$ cat src/rtl/gcm_pkg.sv
`default_nettype none
// ============================================================================
// Module : gcm_pkg
// Brief  : Shared block/word sizes and FIFO entry type for the GCM egress path.
// Rev    : 1.0 - initial release
// ============================================================================
package gcm_pkg;

    localparam int GCM_BLK_BITS      = 128;
    localparam int GCM_WORD_BITS     = 32;
    localparam int GCM_WORDS_PER_BLK = GCM_BLK_BITS / GCM_WORD_BITS;

    typedef struct packed {
        logic                    last;
        logic [GCM_BLK_BITS-1:0] blk;
    } gcm_entry_t;

endpackage
`default_nettype wire

$ cat src/rtl/sync_fifo.sv
`default_nettype none
// ============================================================================
// Module : sync_fifo
// Brief  : Generic single-clock FIFO; a write while full is taken only when a
//          read frees the slot in the same cycle.
// Rev    : 1.0 - initial release
// ============================================================================
module sync_fifo #(
    parameter int WIDTH = 8,
    parameter int DEPTH = 4
) (
    input  logic                     clk,
    input  logic                     reset,
    input  logic                     wr_en,
    input  logic [WIDTH-1:0]         wr_data,
    input  logic                     rd_en,
    output logic [WIDTH-1:0]         rd_data,
    output logic                     full,
    output logic                     empty,
    output logic [$clog2(DEPTH):0]   count
);

    localparam int          AW      = $clog2(DEPTH);
    localparam logic [AW:0] c_DEPTH = (AW+1)'(DEPTH);

    logic [WIDTH-1:0] r_mem [DEPTH];
    logic [AW-1:0]    r_wr_ptr;
    logic [AW-1:0]    r_rd_ptr;
    logic [AW:0]      r_count;
    logic             w_rd_ok;
    logic             w_wr_ok;

    assign full    = (r_count == c_DEPTH);
    assign empty   = (r_count == '0);
    assign count   = r_count;
    assign rd_data = r_mem[r_rd_ptr];

    assign w_rd_ok = rd_en && !empty;
    assign w_wr_ok = wr_en && (!full || w_rd_ok);

    always_ff @(posedge clk) begin
        if (reset) begin
            r_wr_ptr <= '0;
            r_rd_ptr <= '0;
            r_count  <= '0;
        end else begin
            if (w_wr_ok) r_wr_ptr <= r_wr_ptr + AW'(1);
            if (w_rd_ok) r_rd_ptr <= r_rd_ptr + AW'(1);
            case ({w_wr_ok, w_rd_ok})
                2'b10:   r_count <= r_count + (AW+1)'(1);
                2'b01:   r_count <= r_count - (AW+1)'(1);
                default: r_count <= r_count;
            endcase
        end
    end

    // Storage is left unreset; contents are only visible through valid pointers.
    always_ff @(posedge clk) begin
        if (w_wr_ok) r_mem[r_wr_ptr] <= wr_data;
    end

endmodule
`default_nettype wire

$ cat src/rtl/gcm_out_sink.sv
`default_nettype none
// ============================================================================
// Module : gcm_out_sink
// Brief  : Buffers strobed GCM result blocks and serialises them MSW-first
//          onto a 32-bit AXI-Stream master, with feeder throttle and overflow.
// Rev    : 1.0 - initial release
// ============================================================================
module gcm_out_sink
    import gcm_pkg::*;
#(
    parameter int BLK_BITS   = 128,
    parameter int WORD_BITS  = 32,
    parameter int FIFO_DEPTH = 4,
    parameter int RESERVE    = 2
) (
    input  logic                          clk,
    input  logic                          reset,
    input  logic [BLK_BITS-1:0]           in_blk,
    input  logic                          in_store,
    input  logic                          in_last,
    output logic                          in_allow,
    output logic [WORD_BITS-1:0]          m_tdata,
    output logic                          m_tvalid,
    input  logic                          m_tready,
    output logic                          m_tlast,
    output logic [$clog2(FIFO_DEPTH):0]   level,
    output logic                          overflow
);

    localparam int             WORDS      = BLK_BITS / WORD_BITS;
    localparam int             IDX_W      = (WORDS > 1) ? $clog2(WORDS) : 1;
    localparam int             LW         = $clog2(FIFO_DEPTH) + 1;
    localparam logic [IDX_W-1:0] c_IDX_LAST = IDX_W'(WORDS - 1);
    localparam logic [LW-1:0]  c_DEPTH    = LW'(FIFO_DEPTH);
    localparam logic [LW-1:0]  c_RESERVE  = LW'(RESERVE);

    gcm_entry_t           w_wr_entry;
    gcm_entry_t           w_head;
    logic                 w_full;
    logic                 w_empty;
    logic                 w_xfer;
    logic                 w_pop;
    logic [LW-1:0]        w_free;
    logic [WORD_BITS-1:0] w_word;
    logic [IDX_W-1:0]     r_idx;
    logic                 r_overflow;

    assign w_wr_entry.last = in_last;
    assign w_wr_entry.blk  = in_blk;

    sync_fifo #(
        .WIDTH (BLK_BITS + 1),
        .DEPTH (FIFO_DEPTH)
    ) u_fifo (
        .clk     (clk),
        .reset   (reset),
        .wr_en   (in_store),
        .wr_data (w_wr_entry),
        .rd_en   (w_pop),
        .rd_data (w_head),
        .full    (w_full),
        .empty   (w_empty),
        .count   (level)
    );

    assign m_tvalid = !w_empty;
    assign w_xfer   = m_tvalid && m_tready;
    assign w_pop    = w_xfer && (r_idx == c_IDX_LAST);

    // Word 0 is the most-significant slice to keep GCM big-endian byte order.
    always_comb begin
        w_word = '0;
        for (int i = 0; i < WORDS; i++) begin
            if (r_idx == IDX_W'(i))
                w_word = w_head.blk[(WORDS-1-i)*WORD_BITS +: WORD_BITS];
        end
    end

    assign m_tdata  = m_tvalid ? w_word : '0;
    assign m_tlast  = m_tvalid && w_head.last && (r_idx == c_IDX_LAST);

    assign w_free   = c_DEPTH - level;
    assign in_allow = (w_free >= c_RESERVE);
    assign overflow = r_overflow;

    always_ff @(posedge clk) begin
        if (reset) begin
            r_idx      <= '0;
            r_overflow <= 1'b0;
        end else begin
            if (w_pop)       r_idx <= '0;
            else if (w_xfer) r_idx <= r_idx + IDX_W'(1);
            // A strobe into a full FIFO is lost unless this cycle frees a slot.
            if (in_store && w_full && !w_pop) r_overflow <= 1'b1;
        end
    end

endmodule
`default_nettype wire

$ cat config.mk
export PLATFORM = sky130hd
export DESIGN_NAME = gcm_out_sink
export DESIGN_NICKNAME = d
export VERILOG_FILES = /design/src/rtl/gcm_pkg.sv /design/src/rtl/sync_fifo.sv /design/src/rtl/gcm_out_sink.sv
export SDC_FILE = /design/constraint.sdc
export NUM_CORES = 1
export LEC_CHECK = 0
export BUFFER_PORTS_ARGS = -buffer_cell sky130_fd_sc_hd__buf_2
export CORE_ASPECT_RATIO = 0.8
export CORE_MARGIN = 8
export CORE_UTILIZATION = 59
export CTS_CLUSTER_DIAMETER = 200
export DETAILED_ROUTE_END_ITERATION = 7
export HOLD_SLACK_MARGIN = 0.12
export MAX_ROUTING_LAYER = met4
export PLACE_DENSITY_LB_ADDON = 0.12
export SETUP_SLACK_MARGIN = 0.5
export SYNTH_ARGS = -nofsm -noshare
export SYNTH_HDL_FRONTEND = slang
export SYNTH_SLANG_ARGS = --single-unit
$ cat constraint.sdc
create_clock -name clk -period 7 [get_ports clk]
set_input_delay 1.05 -clock clk [delete_from_list [all_inputs] [get_ports clk]]
set_output_delay 1.05 -clock clk [all_outputs]
set_load 0.05 [all_outputs]
# Yosys cells after proc, flatten, opt, wreduce, memory -nomap -nowiden
# Memory sizes are Yosys's and may differ from the RTL's. A register that Yosys moved wholly into a read port is not among the register bits.
# Cells that the tools add are included.
# word_totals
register_bits,10
ramBits,516
inputBits,133
output_inout_bits,39
wordCells,45
mem_count,1
# classes
n_addsub,6
magnitude_cmp,1
n_eq_ne,6
n_mux,10
reduce_logical,16
# memory_table
name,depth,width,read_ports,rd_ports_with_merged_regs,write_ports,line_no,rtl
u_fifo.r_mem,4,129,1,1,1,sync_fifo.sv:26,logic [WIDTH-1:0] r_mem [DEPTH];
# ops
operator,count
32-bit two-way mux,5
1-bit logical AND,8
"2-bit by 1-bit adder with 2-bit output, second input constant",3
"2-bit equality test, second input constant",3
3-bit case mux with 2 select lines,1
"2-bit by 1-bit equality test with 1-bit output, second input constant",2
2-bit two-way mux,2
"3-bit by 1-bit adder with 3-bit output, second input constant",1
"3-bit equality test, second input constant",1
"3-bit by 2-bit greater-or-equal comparator with 1-bit output, second input constant",1
1-bit zero test,3
3-bit zero test,1
"3-bit by 1-bit subtractor with 3-bit output, second input constant",1
"3-bit subtractor, first input constant",1
2-bit zero test,1
1-bit two-way mux,2
2-bit nonzero test,1
2-bit OR reduction,1
1-bit logical OR,1

# Depth between registers and ports, before layout
# logic_depth
ltp_word,9
ltp_mapped,12
ltp_nobuf,12

# Hierarchy
# Synthesis repeated with hierarchy kept, for this count alone.
# hier_totals
hier_cells,909
area_unflattened_um2,20258.2
# modules_own_cells
mod,instances,cells_per_inst,area_each_um2,seq_area_each_um2
sync_fifo,1,727,19108.3,15675.0
gcm_out_sink,1,182,1149.9,60.1

# Worst setup path before layout
# No wires, ideal clock.
# synth_path
kind,reg2reg
from,register u_fifo.r_count[0] (netlist: u_fifo.count[0])
to,"memory u_fifo.r_mem[0][0] (netlist bit), enable pin"
setup_ps,503
t_arrival_ps,4852
required_ps,6497
path_slack_ps,1645
stages_incl_launch_ff,7
path_buffers,0
period_less_slack_ps,5355
path_cell_list,dfxtp_1 -> inv_1 -> ha_1 -> ha_1 -> nand3b_1 -> a21boi_1 -> and2_1
# synth_between
elab_chain_cells,9
word_cells_on_any_way,11
cone_classes,1 x eq/ne; 2 x mux; 8 x reduce/logical
# synth_lines
element,line_no,rtl
"start, declared",sync_fifo.sv:29,logic [AW:0] r_count;
"start signal, assigned",sync_fifo.sv:50,2'b10: r_count <= r_count + (AW+1)'(1);
"start signal, assigned",sync_fifo.sv:51,2'b01: r_count <= r_count - (AW+1)'(1);
"start signal, assigned",sync_fifo.sv:52,default: r_count <= r_count;
3-bit zero test,sync_fifo.sv:34,assign empty = (r_count == '0);
1-bit zero test,"sync_fifo.sv:38, gcm_out_sink.sv:66",
1-bit logical AND,gcm_out_sink.sv:67,assign w_xfer = m_tvalid && m_tready;
1-bit logical AND,gcm_out_sink.sv:68,assign w_pop = w_xfer && (r_idx == c_IDX_LAST);
1-bit logical AND,sync_fifo.sv:38,assign w_rd_ok = rd_en && !empty;
1-bit logical OR (*),sync_fifo.sv:39,assign w_wr_ok = wr_en && (!full || w_rd_ok);
1-bit logical AND (*),sync_fifo.sv:39,
1-bit two-way mux (*),sync_fifo.sv:59,if (w_wr_ok) r_mem[r_wr_ptr] <= wr_data;
1-bit two-way mux (not written as such) (*),sync_fifo.sv:59,
"end, declared",sync_fifo.sv:26,
# Every way passes the cells marked *; elsewhere a longest branch is shown, timed or not.

==> metrics.cfg <==
[status]
outcome=completed

[sta]
fmax_ghz=0.216
setup_viol_count_final=0
maxSlewHeadroom_pct=24.7
period_needed_ns=4.62
final.period_utilization_pct=66.0
drv_slew=0
tns_ns=0
finalHoldViolCount=0
skew_ns=0.0142
worstMarginPinSlew_ns=1.13
rsz0062_at_grt=false

[logic_synthesis]
synthArstFlopShare_pct=0
synth_nets=1224
synth-simple-area-share_pct=0.755
synth_top_family_by_area=multiplexers
synth_ff_type=edfxtp_1
synth_warnings=0
ys_types=32
synth_top_area_cell=edfxtp_1
ys_seq_area_share_pct=76.6
avgSynthCellArea_sq_um=19.1
synth_edf_count=516
netlist_area_sq_mm=0.0205
muxShareOfSynthArea_pct=13.4
ys_ff_latch=528
synth-compound-area-share_pct=6.23
synth_adder_area_share_pct=0.889
synthTopCellsByArea=edfxtp_1 (75%), mux2i_1 (6.3%), mux4_2 (3.6%), mux2_2 (3.5%), o22ai_1 (1.9%)
postSynthCellCount=1077
synth_xor_area_share_pct=0.213
synth_top_area_share_pct=75.4

[floorplan]
dieArea_sq_mm=0.0411
die_x_um=225
start_util_pct=59.5
core_sq_mm=0.0345
die_h_um=183
num_io_pins=172
rows=61

[worst_setup_path]
worstPathCellList=buf_4, mux4_2, o21ai_0, a21oi_1, buf_2
required_ns=5.95
r2r_start=u_fifo.count[0]
path_max_fanout=64
cp.buffers_inverters=2
slowest_stage=buf_4
critPathLaunchType=register
crit_arrival_ns=3.57
worstRegToRegCells=7
path_delay_family=buffers and inverters
rrSetupSlack_ns=3.48
endpoint_kind=output pin
slowest_delay_ns=0.88
worst_r2r_endpoint=u_fifo.r_mem[1][110]
crit_type=reg -> out

[grt]
grt_pass1_wl_um=66500
grt_max_degree=140
antenna_found_initial=16
first_global_vias=10900
grt.total_usage_pct=22.0
grt_overflow=0

[placement]
dp_hpwl_um=25600
portBuffers=171
gp_congestion=0.752

[clock_tree]
cts_max_level=2
clk_pin_slew_worst_paths_ns=0.06
clkSinkCount=528
holdBufCountCts=0
cts_buffer_depth=3
ctsResizeCount=0
insertion_delay_ns=0.56
post_cts_buffers=0
cts_made_buffers=49
cts_root_buf=clkbuf_16
cts_tree=yes

[detailed_routing]
dr.pass1.iters=5
viasPerCell=6.00
drc=0
ant_nets=0
wl_um=44400
via_count=10600
wl_per_cell_um=25.2
drtIter0Drc=1026

[power]
p_leak_nw=7.39
power_density_mw_per_mm2=284
finalPower_mw=6.59
max-vdd-ir-drop_mv=0.203

[worst_hold_path]
hp-class=reg -> reg
min_to=overflow
worstHoldStart=overflow
holdPathStages=2

[final_layout]
final_nets=1398
drive_gt1_share_pct=27.3
area_growth_pct=13.2
fin_util_pct=67.4

[job]
drv_cap=0

-- state kept, by name, summed over array words and instances (netlist names), named ones only --
register         count
u_fifo.r_mem       516
u_fifo.count         3
r_idx                2
u_fifo.r_rd_ptr      2
u_fifo.r_wr_ptr      2
overflow             1
-- final cells by class --
class | instances | area (sq um)
clock buffer | 66 | 1330
sequential | 528 | 15700
inverter | 12 | 45.0
multi-input combinational | 474 | 4440
fill | 2323 | 11200
antenna | 17 | 42.5
timing repair buffer | 186 | 1020
tap | 472 | 591
clock inverter | 10 | 41.3
-- metrics by stage --
| step | cell area (sq um) | setup WS [ns] | hold slack (ns) | instances |
|---|---|---|---|---|
| 2_1_floorplan | 20500 | 1.64 | 0.485 | 1077 |
| 6_report | 23200 | 2.38 | 0.511 | 1765 |
| 4_1_cts | 23200 | 2.36 | 0.518 | 1748 |
| 5_1_grt | 23200 | 2.22 | 0.545 | 1764 |
| 3_3_place_gp | 21800 | 2.93 | 0.477 | 1672 |
| 3_5_place_dp | 21800 | 2.94 | 0.486 | 1672 |
-- worst max path at each step --
stage	startpoint	endpoint	slack, ns	depth (start not counted)
floorplan	u_fifo.count[0]	u_fifo.r_mem[0][0]	1.64	6
global placement	register	m_tdata[24]	2.93	5
detailed placement	register	m_tdata[24]	2.94	5
CTS	register	m_tdata[24]	2.36	5
global route	register	m_tdata[26]	2.22	5
finish	register	m_tdata[24]	2.38	5
-- per-layer routing --
metal  track usage, %  share of wire (%)
met1             30.6                 45
met2             32.7                 47
met3             4.93                6.7
met4             6.14                1.9
met5                -                  0
-- logic make-up (layout without fill, tap and decap cells) --
logic type	count (synthesis)	after routing
AO/OA/AOI/OAI	199	199
XOR/XNOR	5	5
adder cells (fa/ha/maj)	14	14
buffers and inverters	75	274
flip-flops	528	528
multiplexers	226	226
other	0	17
AND/OR/NAND/NOR	30	30
-- cells in the mapped netlist (all sizes together), types with 2 or more instances --
cell    instances
o21ai          33
nand3b          2
xor2            3
mux2           64
xnor2           2
nand2           3
ha             13
a221oi         32
inv            12
mux2i         129
o21bai         32
mux4           33
dfxtp          12
o22ai          64
buf            42
edfxtp        516
nand2b          2
clkbuf         21
nor2           12
a21oi          36
and2            5
-- cell usage in the layout (no fill, tap or decap), drive strengths merged, types with 2 or more instances in the layout --
cell type	netlist	final
dfxtp	12	12
mux2	64	64
a21oi	36	36
inv	12	12
a221oi	32	32
and2	5	5
xnor2	2	2
ha	13	13
o21ai	33	33
o21bai	32	32
clkinv	0	10
nand2b	2	2
buf	42	186
mux2i	129	129
edfxtp	516	516
nor2	12	12
mux4	33	33
xor2	3	3
o22ai	64	64
clkbuf	21	66
nand2	3	3
diode	0	17
nand3b	2	2
-- power by group --
| group | switching, mW | leakage, nW | internal [mW] | total (mW) |
|---|---|---|---|---|
| combinational | 0.400 | 1.88 | 0.158 | 0.558 |
| clock | 1.05 | 0.671 | 1.31 | 2.37 |
| sequential | 0.0327 | 4.84 | 3.64 | 3.67 |
| total | 1.49 | 7.39 | 5.10 | 6.59 |
-- worst min-delay path, delay by kind of cell, from the launching register on --
kind / cells / cell delay [ns]
flops: 1 / 0.35
simple gates: 1 / 0.08
compound gates: 1 / 0.05
No activity file was read; power rests on OpenSTA's default activity.
